<file path="src/rtl/led_status_scheduler.sv">
// Front-panel status LED scheduler: shares one LED among heartbeat, UART upload,
// 50Hz sync loss and latched fault, each shown as a non-preemptive blink code.
module led_status_scheduler #(
    parameter int CLK_PER_MS      = 50000,
    parameter int SYNC_WIN_MS     = 1000,
    parameter int SYNC_MIN_PULSES = 45,
    parameter int BLINK_ON_MS     = 200,
    parameter int BLINK_OFF_MS    = 200,
    parameter int GAP_MS          = 1000
) (
    input  logic       iClk,
    input  logic       iRst_N,
    input  logic       iSync50Hz,
    input  logic       iNewDataUpdate,
    input  logic       iUARTUploading,
    input  logic       iFaultReq,
    input  logic [2:0] iFaultCode,
    input  logic       iFaultClr,
    output logic       oLED,
    output logic       oSyncLost,
    output logic [2:0] oFaultLatched,
    output logic [1:0] oActiveSrc,
    output logic       oBusy
);

    localparam int ON_CYC  = BLINK_ON_MS * CLK_PER_MS;
    localparam int OFF_CYC = BLINK_OFF_MS * CLK_PER_MS;
    localparam int GAP_CYC = GAP_MS * CLK_PER_MS;
    localparam int MS_W    = (CLK_PER_MS > 1) ? $clog2(CLK_PER_MS) : 1;
    localparam int WIN_W   = (SYNC_WIN_MS > 1) ? $clog2(SYNC_WIN_MS) : 1;

    localparam logic [1:0] SRC_HB    = 2'd0;
    localparam logic [1:0] SRC_UART  = 2'd1;
    localparam logic [1:0] SRC_SYNC  = 2'd2;
    localparam logic [1:0] SRC_FAULT = 2'd3;

    typedef enum logic [1:0] {ST_IDLE, ST_ON, ST_OFF, ST_GAP} stateT;

    stateT            state;
    logic [31:0]      phase;
    logic [2:0]       blinksLeft;
    logic             dataSeen;
    logic [MS_W-1:0]  msCnt;
    logic             msTick;
    logic [WIN_W-1:0] winCnt;
    logic [7:0]       pulseCnt;
    logic             winClose;
    logic [1:0]       grantSrc;
    logic [2:0]       grantN;

    assign msTick   = (msCnt == MS_W'(CLK_PER_MS - 1));
    assign winClose = msTick && (winCnt == WIN_W'(SYNC_WIN_MS - 1));

    // NOTE: registers use non-blocking assignments so every always_ff reads pre-edge values.
    always_ff @(posedge iClk or negedge iRst_N) begin
        if (!iRst_N) begin
            msCnt <= '0;
        end else if (msTick) begin
            msCnt <= '0;
        end else begin
            msCnt <= msCnt + 1'b1;
        end
    end

    // A pulse landing on the window-closing edge is the first pulse of the new window.
    always_ff @(posedge iClk or negedge iRst_N) begin
        if (!iRst_N) begin
            winCnt    <= '0;
            pulseCnt  <= '0;
            oSyncLost <= 1'b0;
        end else if (winClose) begin
            winCnt    <= '0;
            oSyncLost <= (pulseCnt < 8'(SYNC_MIN_PULSES));
            pulseCnt  <= iSync50Hz ? 8'd1 : 8'd0;
        end else begin
            if (msTick) winCnt <= winCnt + 1'b1;
            if (iSync50Hz && pulseCnt != 8'hFF) pulseCnt <= pulseCnt + 8'd1;
        end
    end

    always_ff @(posedge iClk or negedge iRst_N) begin
        if (!iRst_N) begin
            oFaultLatched <= '0;
        end else if (iFaultReq && iFaultCode != 3'd0) begin
            oFaultLatched <= iFaultCode;
        end else if (iFaultClr) begin
            oFaultLatched <= '0;
        end
    end

    always_comb begin
        // NOTE: defaults first so no path leaves an output unassigned and infers a latch.
        grantSrc = SRC_HB;
        grantN   = {2'b00, dataSeen};
        if (oFaultLatched != 3'd0) begin
            grantSrc = SRC_FAULT;
            grantN   = oFaultLatched;
        end else if (oSyncLost) begin
            grantSrc = SRC_SYNC;
            grantN   = 3'd3;
        end else if (iUARTUploading) begin
            grantSrc = SRC_UART;
            grantN   = 3'd2;
        end
    end

    always_ff @(posedge iClk or negedge iRst_N) begin
        if (!iRst_N) begin
            state      <= ST_IDLE;
            phase      <= '0;
            blinksLeft <= '0;
            dataSeen   <= 1'b0;
            oActiveSrc <= '0;
            oLED       <= 1'b0;
            oBusy      <= 1'b0;
        end else begin
            if (iNewDataUpdate) dataSeen <= 1'b1;
            case (state)
                ST_IDLE: begin
                    oActiveSrc <= grantSrc;
                    blinksLeft <= grantN;
                    phase      <= '0;
                    oBusy      <= 1'b1;
                    if (grantSrc == SRC_HB && !iNewDataUpdate) dataSeen <= 1'b0;
                    if (grantN == 3'd0) begin
                        state <= ST_GAP;
                    end else begin
                        state <= ST_ON;
                        oLED  <= 1'b1;
                    end
                end
                ST_ON: begin
                    if (phase == 32'(ON_CYC - 1)) begin
                        phase <= '0;
                        state <= ST_OFF;
                        oLED  <= 1'b0;
                    end else begin
                        phase <= phase + 32'd1;
                    end
                end
                ST_OFF: begin
                    if (phase == 32'(OFF_CYC - 1)) begin
                        phase      <= '0;
                        blinksLeft <= blinksLeft - 3'd1;
                        if (blinksLeft != 3'd1) begin
                            state <= ST_ON;
                            oLED  <= 1'b1;
                        end else begin
                            state <= ST_GAP;
                        end
                    end else begin
                        phase <= phase + 32'd1;
                    end
                end
                ST_GAP: begin
                    if (phase == 32'(GAP_CYC - 1)) begin
                        phase <= '0;
                        state <= ST_IDLE;
                        oBusy <= 1'b0;
                    end else begin
                        phase <= phase + 32'd1;
                    end
                end
                default: begin
                    state <= ST_IDLE;
                    oLED  <= 1'b0;
                    oBusy <= 1'b0;
                end
            endcase
        end
    end

endmodule

</file>
<file path="config.mk">
export PLATFORM = sky130hd
export DESIGN_NAME = led_status_scheduler
export DESIGN_NICKNAME = d
export VERILOG_FILES = /design/src/rtl/led_status_scheduler.sv
export SDC_FILE = /design/constraint.sdc
export NUM_CORES = 1
export LEC_CHECK = 0
export BUFFER_PORTS_ARGS = -buffer_cell sky130_fd_sc_hd__buf_4
export CELL_PAD_IN_SITES_DETAIL_PLACEMENT = 1
export CELL_PAD_IN_SITES_GLOBAL_PLACEMENT = 1
export CORE_ASPECT_RATIO = 0.7
export CORE_UTILIZATION = 50
export CTS_CLUSTER_DIAMETER = 120
export DETAILED_ROUTE_END_ITERATION = 6
export MAX_ROUTING_LAYER = met4
export PLACE_DENSITY = 0.91
export SYNTH_ARGS = -nofsm -noshare
export SYNTH_HDL_FRONTEND = slang
export SYNTH_SLANG_ARGS = --single-unit
export TNS_END_PERCENT = 5
</file>
<file path="constraint.sdc">
create_clock -name iClk -period 6.02 [get_ports iClk]
set_input_delay 0.301 -clock iClk [delete_from_list [all_inputs] [get_ports iClk]]
set_output_delay 0.301 -clock iClk [all_outputs]
set_load 0.01 [all_outputs]
</file>
==> impl_metrics.toml <==
[outcome]
status = "complete, but fails checks"
violations = "DRC"

[setup_path]
critPathCaptureType = "register"
cp.arrival_ns = 3.02
critPathLaunchType = "register"
crit_required_ns = 6.20
critPathMaxFanout = 32
crit_type = "reg2reg"

[sta]
finalHoldViolCount = 0
skew_ns = 0.00800
tightest_slew_ns = 1.05
rsz0062_at_grt = "false"
slew_headroom_pct = 30.2
min_period_over_period_pct = 47.2
drv_slew = 0
setup_violations = 0
fmax_mhz = 352
period_needed_ns = 2.84
fin_hold_ws_ns = 0.138
fin_tns_setup_ns = 0

[placement]
hpwlAfterDp_um = 7150
gp_congestion = 0.858
io_buffer_count = 17
dpl_cell_area_sq_mm = 0.00435
dp_cells = 536

[logic_synthesis]
syn_avg_cell_area_sq_um = 9.72
yosysSeqAreaShare_pct = 48.1
synth-seq-cells = 80
yosysWarningCount = 0
synth.distinct_cells = 54
syn-cell-area_sq_mm = 0.00416
syn_inst = 428
synth_nets = 450

[die]
dieHeight_um = 78.3
die_x_um = 111
dieArea_sq_mm = 0.00869
core_area_sq_mm = 0.00797
num_rows = 27
start_util_pct = 52.2
ioPinCount = 18

[clocking]
post_cts_buffers = 0
ctsHoldBuffers = 0
cts_resized = 0
numCtsBuffers = 9
clock-sinks = 80
clock_path_buffers = 2
clk_pin_slew_ns = 0.06
h-tree-depth = 3
cts_tree = "done"
cts_root_buffer = "clkbuf_16"
worstSkewPairLatency_ns = 0.35

[drt]
drtIter0Drc = 171
wl_per_cell_um = 19.3
drc = 2
ant_nets = 0
drt_first_pass_iters = 7
routed_wl_um = 10600
vias = 3348
vias_per_cell = 6.07

[power_and_ir_drop]
total_leakage_power_nw = 2.04
vdd_drop_max_mv = 0.179
swShare_pct = 23.2
p_per_area_mw_per_mm2 = 276
p_int_mw = 0.994
combPwrFrac_pct = 6.0
pwr-share-seq_pct = 45.7
power.switching_mw = 0.301
clkPwrFrac_pct = 48.4

[grt]
grt_pass1_vias = 3600
grt-ovfl-total = 0
grt_max_degree = 81
track_usage_pct = 28.0
antenna_found_initial = 0
grt_pass1_wl_um = 18400

[hold_path]
worstHoldPathType = "in2async"

[run]
maxCapViolCount = 0

[layout]
final_net_count = 468
mostFrequentLayoutCells = "dfrtp_1 (80), nor2_1 (65), nand2_1 (42)"
drive_gt1_share_pct = 9.76
area_delta_synth_final_pct = 12.6
fin_util_pct = 58.8
final_common_cell = "dfrtp_1"
stdcell_count = 552
antenna_cells = 0
finalInstanceArea_sq_mm = 0.00468
power by group through the flow:
stage	clock, mW	sequential (mW)	combinational [mW]
3_5_place_dp	0	0.598	0.0744
6_report	0.626	0.592	0.0771
4_1_cts	0.628	0.590	0.0779
5_1_grt	0.651	0.596	0.0882
2_1_floorplan	0	0.591	0.0427
3_3_place_gp	0	0.595	0.0682
cell usage after synthesis (all sizes together):
master,count,share of area (%)
nor4bb,1,0.24
or4bb,2,0.54
nand2,42,3.8
or4,1,0.18
clkbuf,3,0.27
a21o,3,0.54
inv,16,1.4
a41o,1,0.24
or4b,1,0.24
a22oi,1,0.18
buf,8,1.5
a21oi,8,0.96
nor4b,1,0.36
and3,5,0.75
and4bb,1,0.30
nand2b,2,0.30
o21ai,18,2.2
and2b,1,0.21
o41ai,2,0.60
dfrtp,80,48
o31ai,6,1.1
mux2,1,0.27
or3,2,0.30
o21a,2,0.36
nor4,8,1.5
nand4b,1,0.21
and2,3,0.48
a32o,3,0.72
a211oi,1,0.18
a211o,1,0.21
o22ai,1,0.15
o221ai,1,0.21
nand4,21,3.3
nand3,20,2.5
xnor2,21,4.4
and4,10,2.1
nor2b,2,0.30
a31oi,3,0.45
ha,12,3.6
nor2,65,5.9
a32oi,2,0.42
nor3,14,1.8
xor2,30,6.3
a41oi,1,0.21
layout make-up:
type,count,area [sq um]
Clock buffer,10,229
Clock inverter,6,108
Fill cell,885,3290
Inverter,16,60.1
Multi-Input combinational cell,321,2020
Sequential cell,80,2000
Tap cell,101,126
Timing Repair Buffer,18,135
cells by family (layout without fill, tap and decap cells):
group           Yosys count  count (layout)  synth area share, %
mux                       1               1                0.271
flops                    80              80                 48.1
buf+inv                  27              50                 3.22
xor+xnor                 51              51                 10.7
simple gates            203             203                 25.4
fa+ha+maj                12              12                 3.61
compound gates           54              54                 8.69
path summary, 6_finish.rpt:
kind,from,endpoint,slack (ns),depth (start not counted)
hold / removal,iRst_N,msCnt[12],0.14,1
hold reg to reg,msCnt[0],msCnt[0],0.47,1
min in group iClk,iNewDataUpdate,dataSeen,0.14,2
setup / recovery,phase[0],phase[28],3.18,6
max in group asynchronous,iRst_N,oLED,5.24,1
setup reg to reg,phase[0],phase[28],3.18,6
layer usage:
metal	wire [um]	share of wire, %	up-vias	track usage [%]
met3	410	3.9	20	6.56
met4	218	2.1	0	9.32
met5	0	0	-	-
met2	5160	49	71	46.3
li1	-	-	1544	-
met1	4840	45	1713	34.2
metrics by stage:
| stage | power (mW) | worst slack, ns |
|---|---|---|
| 2_1_floorplan | 0.634 | 4.07 |
| 6_report | 1.30 | 3.18 |
| 3_5_place_dp | 0.672 | 3.23 |
| 4_1_cts | 1.30 | 3.15 |
| 3_3_place_gp | 0.664 | 3.43 |
| 5_1_grt | 1.34 | 2.92 |
flip-flops by register name, indices dropped and copies added, names as in the netlist:
signal         cells
oActiveSrc         2
blinksLeft         3
msCnt             16
state              2
dataSeen           1
oFaultLatched      3
phase             32
oSyncLost          1
oBusy              1
oLED               1
pulseCnt           8
winCnt            10
critical path, cell delays in order (launching register included):
cell and delay, ns:
dfrtp_1 0.40, ha_1 0.25, and4_1 0.26, nand3_2 0.19
o41ai_2 0.54, a21o_1 0.88, nor2_1 0.15
Note: power is estimated with default switching activity, not from simulation.
